==> src/rtl/div_if.sv <==
// Handshake bundle between EX and the iterative divider.
interface div_if #(
    parameter int WIDTH = 32
);
    logic               div_start;
    logic               div_signed;
    logic [WIDTH-1:0]   opdata1;
    logic [WIDTH-1:0]   opdata2;
    logic               div_cancel;
    logic [2*WIDTH-1:0] div_result;
    logic               div_ready;
    logic               stallreq_for_ex;

    modport master (
        output div_start, div_signed, opdata1, opdata2, div_cancel,
        input  div_result, div_ready, stallreq_for_ex
    );

    modport slave (
        input  div_start, div_signed, opdata1, opdata2, div_cancel,
        output div_result, div_ready, stallreq_for_ex
    );
endinterface

==> src/rtl/div_unit.sv <==
// Radix-2 restoring divider for DIV/DIVU in EX.
// Holds EX via stallreq_for_ex until {remainder, quotient} is ready.
module div_unit #(
    parameter int WIDTH = 32
) (
    input  logic  clk,
    input  logic  rst,
    div_if.slave  bus
);
    localparam int CW = $clog2(WIDTH) + 1;

    typedef enum logic [1:0] {
        S_FREE,
        S_BYZERO,
        S_ON,
        S_END
    } state_t;

    state_t               r_state;
    state_t               w_next;
    logic [CW-1:0]        r_cnt;
    logic [2*WIDTH:0]     r_dvd;
    logic [WIDTH-1:0]     r_dvs;
    logic [WIDTH-1:0]     r_op1;
    logic                 r_signed;
    logic                 r_sign1;
    logic                 r_sign2;
    logic [2*WIDTH-1:0]   r_result;

    logic                 w_go;
    logic                 w_neg1;
    logic                 w_neg2;
    logic [WIDTH-1:0]     w_abs1;
    logic [WIDTH-1:0]     w_abs2;
    logic [2*WIDTH:0]     w_shift;
    logic [WIDTH:0]       w_diff;
    logic [2*WIDTH:0]     w_step;
    logic [WIDTH-1:0]     w_quo;
    logic [WIDTH-1:0]     w_rem;
    logic                 w_last;

    assign w_go   = bus.div_start & ~bus.div_cancel;
    assign w_neg1 = bus.div_signed & bus.opdata1[WIDTH-1];
    assign w_neg2 = bus.div_signed & bus.opdata2[WIDTH-1];
    assign w_abs1 = w_neg1 ? -bus.opdata1 : bus.opdata1;
    assign w_abs2 = w_neg2 ? -bus.opdata2 : bus.opdata2;

    // Upper part is WIDTH+1 bits so the trial difference sign is its MSB
    assign w_shift = {r_dvd[2*WIDTH-1:0], 1'b0};
    assign w_diff  = w_shift[2*WIDTH:WIDTH] - {1'b0, r_dvs};
    assign w_step  = w_diff[WIDTH] ? w_shift
                                   : {w_diff, w_shift[WIDTH-1:1], 1'b1};

    assign w_quo = (r_signed & (r_sign1 ^ r_sign2)) ? -w_step[WIDTH-1:0]
                                                    : w_step[WIDTH-1:0];
    assign w_rem = (r_signed & r_sign1) ? -w_step[2*WIDTH-1:WIDTH]
                                        : w_step[2*WIDTH-1:WIDTH];
    assign w_last = (r_cnt == CW'(WIDTH - 1));

    always_comb begin
        w_next = r_state;
        unique case (r_state)
            S_FREE:   if (w_go) w_next = (bus.opdata2 == '0) ? S_BYZERO : S_ON;
            S_BYZERO: w_next = S_END;
            S_ON:     if (w_last) w_next = S_END;
            S_END:    w_next = S_FREE;
            default:  w_next = S_FREE;
        endcase
        if (bus.div_cancel) w_next = S_FREE;
    end

    always_ff @(posedge clk) begin
        if (rst) begin
            r_state  <= S_FREE;
            r_cnt    <= '0;
            r_dvd    <= '0;
            r_dvs    <= '0;
            r_op1    <= '0;
            r_signed <= 1'b0;
            r_sign1  <= 1'b0;
            r_sign2  <= 1'b0;
            r_result <= '0;
        end else begin
            r_state <= w_next;
            unique case (r_state)
                S_FREE: begin
                    if (w_go) begin
                        r_signed <= bus.div_signed;
                        r_sign1  <= bus.opdata1[WIDTH-1];
                        r_sign2  <= bus.opdata2[WIDTH-1];
                        r_op1    <= bus.opdata1;
                        r_dvs    <= w_abs2;
                        r_dvd    <= {{(WIDTH+1){1'b0}}, w_abs1};
                        r_cnt    <= '0;
                    end
                end
                S_ON: begin
                    r_dvd <= w_step;
                    r_cnt <= r_cnt + CW'(1);
                    if (w_last && !bus.div_cancel)
                        r_result <= {w_rem, w_quo};
                end
                S_BYZERO: begin
                    if (!bus.div_cancel)
                        r_result <= {r_op1, {WIDTH{1'b1}}};
                end
                default: ;
            endcase
        end
    end

    assign bus.div_result      = r_result;
    assign bus.div_ready       = (r_state == S_END);
    assign bus.stallreq_for_ex = w_go & (r_state != S_END);
endmodule

==> src/flat_wrapper.sv <==
// flat-port wrapper written by rule: the top's interface ports become plain ports
module div_unit_flat 
#(
    parameter int WIDTH = 32
)
  (clk, rst, bus_div_start, bus_div_signed, bus_opdata1, bus_opdata2, bus_div_cancel, bus_div_result, bus_div_ready, bus_stallreq_for_ex);
  div_if #(.WIDTH(WIDTH)) bus_i ();
  input  logic clk;
  input  logic rst;
  input wire logic [$bits(bus_i.div_start)-1:0] bus_div_start;
  input wire logic [$bits(bus_i.div_signed)-1:0] bus_div_signed;
  input wire logic [$bits(bus_i.opdata1)-1:0] bus_opdata1;
  input wire logic [$bits(bus_i.opdata2)-1:0] bus_opdata2;
  input wire logic [$bits(bus_i.div_cancel)-1:0] bus_div_cancel;
  output wire logic [$bits(bus_i.div_result)-1:0] bus_div_result;
  output wire logic [$bits(bus_i.div_ready)-1:0] bus_div_ready;
  output wire logic [$bits(bus_i.stallreq_for_ex)-1:0] bus_stallreq_for_ex;
  assign bus_i.div_start = bus_div_start;
  assign bus_i.div_signed = bus_div_signed;
  assign bus_i.opdata1 = bus_opdata1;
  assign bus_i.opdata2 = bus_opdata2;
  assign bus_i.div_cancel = bus_div_cancel;
  assign bus_div_result = bus_i.div_result;
  assign bus_div_ready = bus_i.div_ready;
  assign bus_stallreq_for_ex = bus_i.stallreq_for_ex;
  div_unit #(.WIDTH(WIDTH)) u_core (.clk(clk), .rst(rst), .bus(bus_i));
endmodule
==> config.mk <==
export PLATFORM = sky130hd
export DESIGN_NAME = div_unit_flat
export DESIGN_NICKNAME = d
export VERILOG_FILES = /design/src/rtl/div_if.sv /design/src/rtl/div_unit.sv /design/src/flat_wrapper.sv
export SDC_FILE = /design/constraint.sdc
export NUM_CORES = 1
export LEC_CHECK = 0
export ABC_AREA = 1
export BUFFER_PORTS_ARGS = -buffer_cell sky130_fd_sc_hd__buf_2
export CORE_MARGIN = 4
export CORE_UTILIZATION = 45
export DETAILED_ROUTE_END_ITERATION = 16
export PLACE_DENSITY = 0.69
export SLEW_MARGIN = 20
export SYNTH_ARGS = -nofsm -noshare
export SYNTH_HDL_FRONTEND = slang
export SYNTH_SLANG_ARGS = --single-unit
==> constraint.sdc <==
create_clock -name clk -period 5 [get_ports clk]
set_input_delay 1 -clock clk [delete_from_list [all_inputs] [get_ports clk]]
set_output_delay 1 -clock clk [all_outputs]
set_load 0.005 [all_outputs]
==> flow_metrics.py <==
metrics = {
    "status": {
        "status": "finished, final reports clean",
    },
    "drt": {
        "routed_wl_mm": 46.0,
        "first_pass_iters": 6,
        "routed_via_density": 5.38,
        "drc_errors": 0,
        "route.detailed.wl_per_inst_um": 16.8,
        "dr_total_vias": 14700,
        "ant_nets": 0,
        "drtIter0Drc": 1281,
    },
    "synthesis": {
        "synth_edf_count": 0,
        "synth_fp_nets": 2352,
        "ys_seq_area_frac": 0.290,
        "ys_top_cells_by_area": "dfxtp_1 (29%), nand2_1 (17%), a21oi_1 (8.6%)",
        "synth.distinct_cells": 57,
        "synth_area_um2": 14000,
        "async_reset_ff_frac": 0,
        "synthCells": 2241,
        "synth_top_area_frac": 0.290,
        "avgSynthCellArea_um2": 6.23,
        "post-synth-top-count-cell": "nand2_1",
        "yosys_warnings": 0,
        "yosysTopAreaCell": "dfxtp_1",
        "synth_commonest_cells": "nand2_1 (625), inv_1 (292), a21oi_1 (241)",
        "synth_ff_type": "dfxtp_1",
        "synth_seq_cells": 202,
    },
    "clock_network": {
        "hold_buffers": 0,
        "clk_path_buf_depth": 3,
        "clk_pin_slew_worst_paths_ns": 0.06,
        "cts_max_level": 1,
        "root_buffer": "clkbuf_16",
        "cts_tree": "yes",
        "cts_buffers": 25,
        "post_cts_resized": 0,
        "clk_latency_ns": 0.54,
        "post_cts_buffers": 0,
        "clkSinkCount": 202,
    },
    "floorplanning": {
        "die_area_um2": 33900,
        "num_rows": 64,
        "initial_utilization": 0.457,
        "core_area_um2": 30600,
        "ios": 135,
        "die_w_um": 184,
        "chipHeight_um": 184,
    },
    "setup_path": {
        "worstSetupEndpointType": "register",
        "required_ns": 5.42,
        "path_max_fanout": 5,
        "arrival_ns": 4.65,
        "critical_path_class": "reg -> reg",
        "startpoint_type": "register",
    },
    "grt": {
        "antenna_found_initial": 5,
        "grt.total_usage": 0.267,
        "grt_pass1_vias": 13800,
        "grt_max_degree": 78,
        "grt.overflow.total": 0,
        "grt_first_pass_wirelength_mm": 73.9,
    },
    "cells_and_area": {
        "nets": 2434,
        "drive_gt1_frac": 0.116,
        "fillers": 3191,
        "syn_to_final_growth_pct": 12.1,
    },
    "power_and_ir_drop": {
        "power_per_cell_area_nw_per_um2": 279,
        "power.total_mw": 4.37,
        "leakage_nw": 7.68,
        "ir_drop_mv": 0.286,
    },
    "place": {
        "hpwlAfterDp_mm": 34.9,
        "portBuffers": 134,
        "gp_congestion": 0.939,
    },
    "timing": {
        "rsz0062_at_grt": "false",
        "setup-violations-final": 0,
        "period_share": 0.847,
        "final_max_slew_viol_count": 0,
        "fmaxAchievable_mhz": 236,
        "hold_viol_final": 0,
        "tns_ns": 0,
        "finClkSkew_ns": 0.0229,
        "relSlewSlack": 0.345,
        "period_minus_slack_ns": 4.23,
        "tightest_slew_ns": 0.982,
    },
    "run": {
        "maxCapViolCount": 0,
    },
    "hold_path": {
        "min_path_type": "reg -> reg",
    },
}
## stage by stage
| step | utilization | hold slack (ns) | setup WS, ns | instance area [um^2] | instances |
|---|---|---|---|---|---|
| after floorplan | - | 0.430 | 1.09 | 14000 | 2241 |
| after global placement | 0.485 | 0.438 | 0.911 | 14800 | 2692 |
| after detailed placement | 0.485 | 0.445 | 0.786 | 14800 | 2692 |
| after CTS | 0.511 | 0.453 | 0.812 | 15600 | 2737 |
| after global routing | 0.512 | 0.465 | 0.200 | 15700 | 2739 |
| final | 0.512 | 0.452 | 0.767 | 15700 | 2739 |
## critical path, stage by stage (launching register included)
cell and delay (ns):
dfxtp_1 0.30, inv_1 0.09, ha_1 0.15, inv_1 0.07, fa_1 0.40, nand2_1 0.08
nand2_1 0.08, nand3_1 0.09, nand2_1 0.13, nand2_1 0.10, nand2_2 0.08, nand2_4 0.10
nand3_2 0.15, nand2_4 0.14, ha_1 0.18, nand2_1 0.08, nor3_1 0.25, nand3_1 0.15
nor3_1 0.35, nand2_1 0.19, inv_1 0.11, a41oi_1 0.14, a21oi_1 0.25, nand2_1 0.10
xor2_1 0.15, o221ai_1 0.15, inv_1 0.06
## cell usage in the layout, fill, tap and decap left out, types with 6 or more instances in the layout
cell and count:
xor2_1 48, o21ai_0 152, xnor2_1 27, nand3_1 100
nor2_1 169, a21oi_1 241, nand2_4 9, nor4_1 13
buf_2 133, nor2_2 8, clkbuf_16 25, dfxtp_1 202
o221ai_1 22, a31oi_1 18, clkbuf_1 6, or2_2 9
o211ai_1 24, nand4_1 20, ha_1 41, nand2_2 18
nand2_1 624, o21ai_1 15, buf_4 17, inv_2 14
inv_1 289, nor3_1 27
## final timing paths
kind / cells after the start / startpoint / endpoint / slack [ns]
min: 2 / u_core.r_op1[29]$_SDFFE_PP0P_ / u_core.r_op1[29]$_SDFFE_PP0P_ / 0.45
max reg2reg: 26 / u_core.r_dvd[31]$_SDFFE_PP0P_ / u_core.bus.div_result[30]$_SDFFE_PP0P_ / 0.77
max: 26 / u_core.r_dvd[31]$_SDFFE_PP0P_ / u_core.bus.div_result[30]$_SDFFE_PP0P_ / 0.77
min reg2reg: 2 / u_core.r_op1[29]$_SDFFE_PP0P_ / u_core.r_op1[29]$_SDFFE_PP0P_ / 0.45
## cells by family after synthesis
kind of cell / Yosys count / share of synthesized area
buffers and inverters: 400 / 0.114
AND/OR/NAND/NOR: 1019 / 0.312
adder cells (fa/ha/maj): 42 / 0.0382
AO/OA/AOI/OAI: 503 / 0.200
XOR/XNOR: 75 / 0.0470
flip-flops: 202 / 0.290
## layer usage
layer  vias to the layer above  track usage  wire length [um]
met4                         6       0.0660              1200
met1                      6793        0.383             21300
met3                        67       0.0430              3100
li1                       7419            -                 -
met5                         -            0                22
met2                       461        0.420             20400
## registers in the layout (all words and copies together), names as in the netlist
signal / count
u_core.r_signed: 1
u_core.r_sign1: 1
u_core.r_dvs: 32
u_core.r_cnt: 6
u_core.r_sign2: 1
u_core.r_op1: 31
u_core.r_dvd: 64
u_core.bus.div_result: 64
u_core.r_state: 2
## power by group
group          switching, mW  internal (mW)
clock                  0.735           1.08
sequential            0.0451           1.68
combinational          0.567          0.258
total                   1.35           3.02
## area by class of cell
class / count / area (um^2) / share of cell area
Sequential cell: 202 / 4040 / 0.258
Clock buffer: 35 / 703 / 0.0449
Inverter: 305 / 1140 / 0.0731
Clock inverter: 10 / 115 / 0.00735
Antenna cell: 2 / 5.00 / 0.000320
Timing Repair Buffer: 150 / 793 / 0.0507
Tap cell: 396 / 495 / 0.0317
Multi-Input combinational cell: 1639 / 8350 / 0.534
Power figures use the tool's default switching activity.
